==> config.mk <==
export PLATFORM = sky130hd
export DESIGN_NAME = unsigned_divider
export DESIGN_NICKNAME = d
export VERILOG_FILES = /design/src/rtl/alu_pkg.sv /design/src/rtl/unsigned_divider_div_step.sv /design/src/rtl/unsigned_divider.sv
export SDC_FILE = /design/constraint.sdc
export NUM_CORES = 1
export LEC_CHECK = 0
export CAP_MARGIN = 20
export CELL_PAD_IN_SITES_DETAIL_PLACEMENT = 1
export CELL_PAD_IN_SITES_GLOBAL_PLACEMENT = 1
export CORE_AREA = 3 3 77 79
export CTS_CLUSTER_DIAMETER = 80
export CTS_CLUSTER_SIZE = 8
export DETAILED_ROUTE_END_ITERATION = 10
export DIE_AREA = 0 0 80 82
export MAX_ROUTING_LAYER = met4
export PLACE_DENSITY_LB_ADDON = 0.1
export SLEW_MARGIN = 10
export SYNTH_ARGS = -nofsm -noshare
export SYNTH_HDL_FRONTEND = slang
export SYNTH_HIERARCHICAL = 1
export SYNTH_SLANG_ARGS = --single-unit
==> constraint.sdc <==
create_clock -name clk -period 5.4 [get_ports clk]
set_input_delay 1.08 -clock clk [delete_from_list [all_inputs] [get_ports clk]]
set_output_delay 1.08 -clock clk [all_outputs]
set_load 0.005 [all_outputs]
==> src/rtl/alu_pkg.sv <==
// Shared ALU lab definitions: sequencer state encoding, default operand widths
// and the forced quotient returned on divide by zero.
package alu_pkg;

  typedef enum logic {
    IDLE = 1'b0,
    CALC = 1'b1
  } state_t;

  localparam int DW_DEF = 8;
  localparam int VW_DEF = 4;

  localparam logic [DW_DEF-1:0] DZ_QUOTIENT = '1;

endpackage

==> src/rtl/unsigned_divider_div_step.sv <==
// One restoring-division step: shift the next dividend bit into the partial
// remainder, subtract the divisor when it fits and report the quotient bit.
module unsigned_divider_div_step #(
  parameter int VW = 4
) (
  input  logic [VW:0]   prem_i,
  input  logic          bit_i,
  input  logic [VW-1:0] divisor_i,
  output logic [VW:0]   prem_o,
  output logic          qbit_o
);

  // Shifted value carries one spare bit so the compare cannot wrap.
  logic [VW+1:0] shifted;

  always_comb begin
    shifted = {prem_i, bit_i};
    qbit_o  = (shifted >= {2'b00, divisor_i});
    prem_o  = shifted[VW:0];
    if (qbit_o) begin
      prem_o = (VW+1)'(shifted - {2'b00, divisor_i});
    end
  end

endmodule

==> src/rtl/unsigned_divider.sv <==
// Sequential restoring divider, one quotient bit per clock, sharing the
// start/finish handshake of the shift-add multiplier.
module unsigned_divider
  import alu_pkg::*;
#(
  parameter int DW = DW_DEF,
  parameter int VW = VW_DEF
) (
  input  logic          clk,
  input  logic          reset,
  input  logic          start,
  input  logic [DW-1:0] a,
  input  logic [VW-1:0] b,
  output logic          busy,
  output logic          finish,
  output logic [DW-1:0] quotient_out,
  output logic [VW-1:0] remainder_out,
  output logic          div_by_zero
);

  // Handshake: start is a request sampled only in IDLE (busy=0); finish is a
  // single-cycle pulse and the result outputs are valid from that cycle until
  // the next completion or reset.

  localparam int CW = $clog2(DW+1);

  state_t        state_q, state_d;
  logic [DW-1:0] dvd_q, dvd_d;
  logic [VW-1:0] dvs_q, dvs_d;
  logic [VW:0]   prem_q, prem_d;
  logic [CW-1:0] cnt_q, cnt_d;
  logic          dz_q, dz_d;
  logic [DW-1:0] quot_q, quot_d;
  logic [VW-1:0] rem_q, rem_d;
  logic          dbz_q, dbz_d;
  logic          fin_q, fin_d;

  logic [VW:0]   step_prem;
  logic          step_qbit;

  unsigned_divider_div_step #(.VW(VW)) u_div_step (
    .prem_i    (prem_q),
    .bit_i     (dvd_q[DW-1]),
    .divisor_i (dvs_q),
    .prem_o    (step_prem),
    .qbit_o    (step_qbit)
  );

  always_ff @(posedge clk or posedge reset) begin
    if (reset) begin
      state_q <= IDLE;
      dvd_q   <= '0;
      dvs_q   <= '0;
      prem_q  <= '0;
      cnt_q   <= '0;
      dz_q    <= 1'b0;
      quot_q  <= '0;
      rem_q   <= '0;
      dbz_q   <= 1'b0;
      fin_q   <= 1'b0;
    end else begin
      state_q <= state_d;
      dvd_q   <= dvd_d;
      dvs_q   <= dvs_d;
      prem_q  <= prem_d;
      cnt_q   <= cnt_d;
      dz_q    <= dz_d;
      quot_q  <= quot_d;
      rem_q   <= rem_d;
      dbz_q   <= dbz_d;
      fin_q   <= fin_d;
    end
  end

  always_comb begin
    state_d = state_q;
    dvd_d   = dvd_q;
    dvs_d   = dvs_q;
    prem_d  = prem_q;
    cnt_d   = cnt_q;
    dz_d    = dz_q;
    quot_d  = quot_q;
    rem_d   = rem_q;
    dbz_d   = dbz_q;
    fin_d   = 1'b0;
    case (state_q)
      IDLE: begin
        if (start) begin
          dvd_d   = a;
          dvs_d   = b;
          prem_d  = '0;
          cnt_d   = '0;
          dz_d    = (b == '0);
          state_d = CALC;
        end
      end
      CALC: begin
        // The dividend register doubles as the quotient accumulator.
        prem_d = step_prem;
        dvd_d  = {dvd_q[DW-2:0], step_qbit};
        cnt_d  = cnt_q + CW'(1);
        if (cnt_q == CW'(DW-1)) begin
          state_d = IDLE;
          fin_d   = 1'b1;
          dbz_d   = dz_q;
          if (dz_q) begin
            quot_d = DW'(DZ_QUOTIENT);
            rem_d  = '0;
          end else begin
            quot_d = {dvd_q[DW-2:0], step_qbit};
            rem_d  = step_prem[VW-1:0];
          end
        end
      end
      default: state_d = IDLE;
    endcase
  end

  assign busy          = (state_q == CALC);
  assign finish        = fin_q;
  assign quotient_out  = quot_q;
  assign remainder_out = rem_q;
  assign div_by_zero   = dbz_q;

endmodule

==> reports/metrics.yaml <==
die_outline_area_um2: 6560
fin_worst_skew_ns: 0.00804
synth.most_common_cell: "dfrtp_1"
period_needed_ns: 3.04
synthesis.instances: 166
worstHoldPathType: "reg2reg"
crit_path_max_fanout: 31
drive_above_1_share_pct: 13.8
status: "finished clean"
placement_rows: 27
critical_path_buf_inv_count: 1
cpLargestDelayFamily: "flip-flops"
cts_resized: 0
tritoncts.num_buffers: 5
die_width_um: 80
power_per_cell_area_nw_per_um2: 669
drt_drc_violations_left: 0
timing.setup.tns_ns: 0
synth.distinct_cells: 30
antenna-diode-count: 0
max_freq_mhz: 329
placeableCoreArea_um2: 5410
utilization_pct: 41.5
postCtsSetupRepairBufs: 0
critical_path.slowest_cell: "dfrtp_1"
critical_path.endpoint_type: "primary output"
synth_enable_flop_cells: 0
initial_utilization_pct: 33.8
synth.ff_latch_count: 37
cellLeakagePower_nw: 1.07
timing.final.crit_share_pct: 56.3
detail_route.vias_per_cell: 4.74
synthDominantAreaCellType: "dfrtp_1"
synth-async-reset-ratio_pct: 100
h-tree-depth: 2
critPathMaxStageDelay_ns: 1.00
height_of_the_die_um: 82
cts_tree: "done"
largest_net_degree_at_the_start_of_global_routing: 38
port_buffers: 29
final_hold_viol_count: 0
synth.cell_area_um2: 1830
clk_path_buf_depth: 2
drt_first_iter_violations: 36
worst_ep_arrival_time_ns: 1.96
worst_pin_slew_ns: 0.999
synth-warning-count: 6
synth.net_count: 187
synth_top_cell_area_share_pct: 50.7
route.vias.total: 1270
globalplace.congestion: 0.843
finalPower_w: 0.00150
finish.net_count: 216
clock-sinks: 37
areaGrowthSynthToFinish_pct: 22.6
holdBufCountCts: 0
synth-main-ff-cell: "dfrtp_1"
postRouteAntennaNets: 0
finalSetupViolations: 0
critPathRequiredTime_ns: 4.32
start_kind: "register"
clk_root_buffer_cell: "clkbuf_8"
yosys-top-cells-count: "dfrtp_1 (37), nand2_1 (27), o21ai_1 (16)"
yosysSeqAreaShare_pct: 50.7
final_critical_path_setup_slack_ns: 2.36
max-cap-violations: 0
peakVddDrop_mv: 0.314
grt_antenna_before_repair: 0
grtUsageTotal_pct: 14.1
rsz0062_at_grt: "no"
dp.final_hpwl_um: 2810
finalWirelength_um: 3930
worst_slew_margin_rel_pct: 33.4
netlist_top_cells_area: "dfrtp_1 (51%), nand2_1 (5.5%), mux2i_1 (5.5%)"
cts.reportedPaths.clkPinSlew_ns: 0.08
final-max-slew-violation-count: 0
synth.avg_cell_area_um2: 11.0
pre_cts_slack_ns: 2.50
first_global_vias: 1367
type_of_the_worst_setup_path: "reg2out"
final_global_route_overflow_total: 0
tritonroute_pass_1_iters: 4
grt_first_pass_wirelength_um: 6860
timing.critical_path.cells: "clkdlybuf4s50_1"
insertion_delay_ns: 0.29
wl_per_cell_um: 14.6
floorplan.io_pins: 30
==> worst register-to-register path, cell delays in order, from the launching register on <==
cell,delay (ns)
dfrtp_1,0.40
inv_1,0.07
ha_1,0.13
inv_1,0.06
fa_1,0.41
a21o_2,0.26
a2111oi_4,0.59
mux2_4,0.36
a22o_1,0.23
==> cell families (layout without fill, tap and decap cells) <==
group | Yosys count | in the layout | share of synthesized area [%]
xor+xnor | 3 | 3 | 1.44
mux | 16 | 16 | 10.4
flops | 37 | 37 | 50.7
simple gates | 49 | 49 | 12.8
fa+ha+maj | 6 | 6 | 4.52
compound gates | 38 | 38 | 15.0
buf+inv | 17 | 47 | 5.20
==> layer usage <==
metal / part of all wire, % / global-route usage (%) / vias to the layer above
met3: 3.2 / 2.96 / 5
met5: 0 / - / -
met4: 1.1 / 4.56 / 0
met2: 51 / 23.5 / 21
met1: 44 / 17.1 / 622
li1: - / - / 622
==> power breakdown <==
| group | switching (W) | total, W | leakage, nW | internal [W] |
|---|---|---|---|---|
| logic | 0.000354 | 0.000759 | 0.579 | 0.000405 |
| registers | 0.000135 | 0.000550 | 0.448 | 0.000415 |
| clock network | 0.000102 | 0.000191 | 0.0439 | 0.0000891 |
==> worst paths after layout <==
| kind | start | endpoint | slack, ns | cells after the start |
|---|---|---|---|---|
| min in group asynchronous | reset | quotient_out[2]$_DFFE_PP0P_ | 1.21 | 3 |
| max in group asynchronous | reset | dvd_q[4]$_DFFE_PP0P_ | 3.85 | 3 |
| worst min register to register | remainder_out[1]$_DFFE_PP0P_ | remainder_out[1]$_DFFE_PP0P_ | 0.48 | 2 |
| worst min-delay path | remainder_out[1]$_DFFE_PP0P_ | remainder_out[1]$_DFFE_PP0P_ | 0.48 | 2 |
| worst max-delay path | busy$_DFF_PP0_ | busy | 2.36 | 1 |
| worst max register to register | dvd_q[7]$_DFFE_PP0P_ | prem_q[1]$_DFFE_PP0P_ | 2.77 | 8 |
==> flip-flops by register name, summed over array words and instances, names as in the netlist, 4 cells and up <==
name,flops
cnt_q,4
prem_q,5
dvs_q,4
remainder_out,4
quotient_out,8
dvd_q,8
==> placed cells by master (no fill, tap or decap), drive strengths merged <==
cell type	instances
clkinvlp	1
a21o	2
clkbuf	5
o21ai	27
clkinv	2
a2111oi	1
inv	9
nand3	1
nor2	10
a41o	1
nand2	27
xnor2	1
ha	5
nand4b	1
mux2i	10
or4	1
xor2	2
a21oi	1
buf	1
dfrtp	37
nand2b	8
clkdlybuf4s50	29
nand4	1
a31oi	1
fa	1
a22o	5
mux2	6
==> per-stage QoR <==
stage / cells / hold slack (ns) / area [um2]
6_report: 268 / 0.482 / 2240
5_1_grt: 268 / 0.512 / 2240
4_1_cts: 268 / 0.488 / 2240
3_5_place_dp: 260 / 0.469 / 2150
3_3_place_gp: 260 / 0.461 / 2150
2_1_floorplan: 166 / 0.446 / 1830
==> final cells by class <==
type | instances | area (um2)
flip-flops and latches | 37 | 926
clock inverters | 3 | 17.5
inverters | 9 | 33.8
well taps | 72 | 90.1
repair buffers | 30 | 298
fillers | 631 | 3160
clock buffers | 5 | 68.8
multi-input cells | 112 | 807
Note: power is estimated with default switching activity, not from simulation.
==> edit: new RTL, same flow settings <==
Set the package constant `DW_DEF` to 4 (it was 8).
--- a/src/rtl/alu_pkg.sv
+++ b/src/rtl/alu_pkg.sv
@@ -8,5 +8,5 @@
   } state_t;
 
-  localparam int DW_DEF = 8;
+  localparam int DW_DEF = 4;
   localparam int VW_DEF = 4;
 
Ports: changed (resized a and quotient_out); port bits go from 30 to 22. No check against the original RTL was run, so the function may have changed too.
==> edit against the unedited design <==
- total power fell by 25%
- design area fell by 20%
- worst hold slack improved by 34 ps
- clock power fell by 12%
- largest power group unchanged
- register-to-register slack improved by 60 ps
- sequential power fell by 32%
- sequential cell count fell by 9
- non-clock buffer count fell by 7
- wire length fell by 18%
- setup slack improved by 470 ps
- area after synthesis fell by 22%
- global-route usage fell by 2.8 points
==> edit: results (changes against the unedited design) <==
[global_route]
grt_max_degree=34  ; -11%
grt_pass1_vias=1115  ; -18%
grt_usage_pct=11.3  ; -2.8 points

[setup_path]
cp_max_fo=8  ; -74%
r2r_setup_slack_ps=2830  ; +60 ps
r2r_start=dvd_q[3]
ff2ff_path_depth=9  ; +1
path_class=reg2reg
slowest_delay_ps=590  ; -410 ps
worstPathArrival_ps=2740  ; +780 ps
critPathSlowestCell=a2111oi_4
critical_path.top_delay_family=compound AO/OA/AOI/OAI gates

[drt]
wl_per_cell_um=14.2  ; -3.1%
via_per_inst=4.54  ; -4.2%
drt_iter0_drc=48  ; +33%

[sta]
relSlewSlack_pct=63.0  ; +30 points
period_needed_ps=2570  ; -469 ps

[place]
pre_cts_slack_ps=2740  ; +242 ps

[outcome]
outcome=finished, final reports clean

[yosys]
synth_seq_area_share_pct=49.0  ; -1.7 points
avgSynthCellArea_um2=10.5  ; -4.5%
synth_commonest_cells=dfrtp_1 (28), o21ai_0 (17), inv_1 (14)
synthTopCellsByArea=dfrtp_1 (49%), o21ai_0 (5.9%), ha_1 (5.2%)
ys_types=28  ; -6.7%

[finish]
instances_no_fill=227  ; -15%
fill_cells=623  ; -1.3%
fin_nets=174  ; -19%
drive_gt1_share_pct=11.0  ; -2.8 points

[power_and_ir_drop]
irDropWorstVdd_uv=235  ; -25%
switching_share_pct=38.4  ; -1.0 points
p_leak_nw=0.794  ; -26%

[clock_tree]
htree_levels=1  ; -1
cts_made_buffers=3  ; -2

## edit: cell types whose count changed in the layout (fill, tap and decap cells not counted), sizes merged, moves of 4 or more
cell and change:
a21oi +8, a22o -4, clkdlybuf4s50 -8, dfrtp -9
inv +4, mux2i -5, nand2 -14, nor2 -5
o21ai -10
## edit: cells by family (layout without fill, tap and decap cells)
group,after synthesis,after routing,synth area share (%)
flops,28,28,49.0
mux,13,13,10.3
compound gates,33,33,14.3
simple gates,31,31,11.3
fa+ha+maj,7,7,6.65
buf+inv,22,41,7.17
xor+xnor,2,2,1.23
## edit: metal layers
layer | wire, um | share of wire [%] | GRT usage, %
met2 | 1610 | 50 | 19.3
met3 | 65 | 2.0 | 1.64
met4 | 39 | 1.2 | 4.05
met1 | 1510 | 47 | 13.6
met5 | 0 | 0 | -
## edit: area by class of cell
class	count	area, um2	area share [%]
clock buffer	3	41.3	2.31
clock inverter	1	30.0	1.68
inverter	14	52.6	2.94
multi-input combinational	86	627	35.1
sequential	28	701	39.2
tap	72	90.1	5.04
timing repair buffer	23	245	13.7
## edit: worst min-delay path by stage
stage	start	end	slack, ps	depth (start not counted)
6_report	cnt_q[1]	cnt_q[1]	520	1
5_1_grt	cnt_q[1]	cnt_q[1]	550	1
3_5_place_dp	dvs_q[1]	dvs_q[1]	500	1
4_1_cts	dvs_q[1]	dvs_q[1]	520	1
3_3_place_gp	cnt_q[1]	cnt_q[1]	490	1
2_1_floorplan	cnt_q[1]	cnt_q[1]	470	1
## edit: power groups by stage
stage	combinational, mW	sequential, mW	clock (mW)
finish	0.589	0.373	0.168
global route	0.676	0.389	0.183
global placement	0.582	0.376	0
CTS	0.601	0.377	0.173
detailed placement	0.601	0.381	0
floorplan	0.424	0.364	0
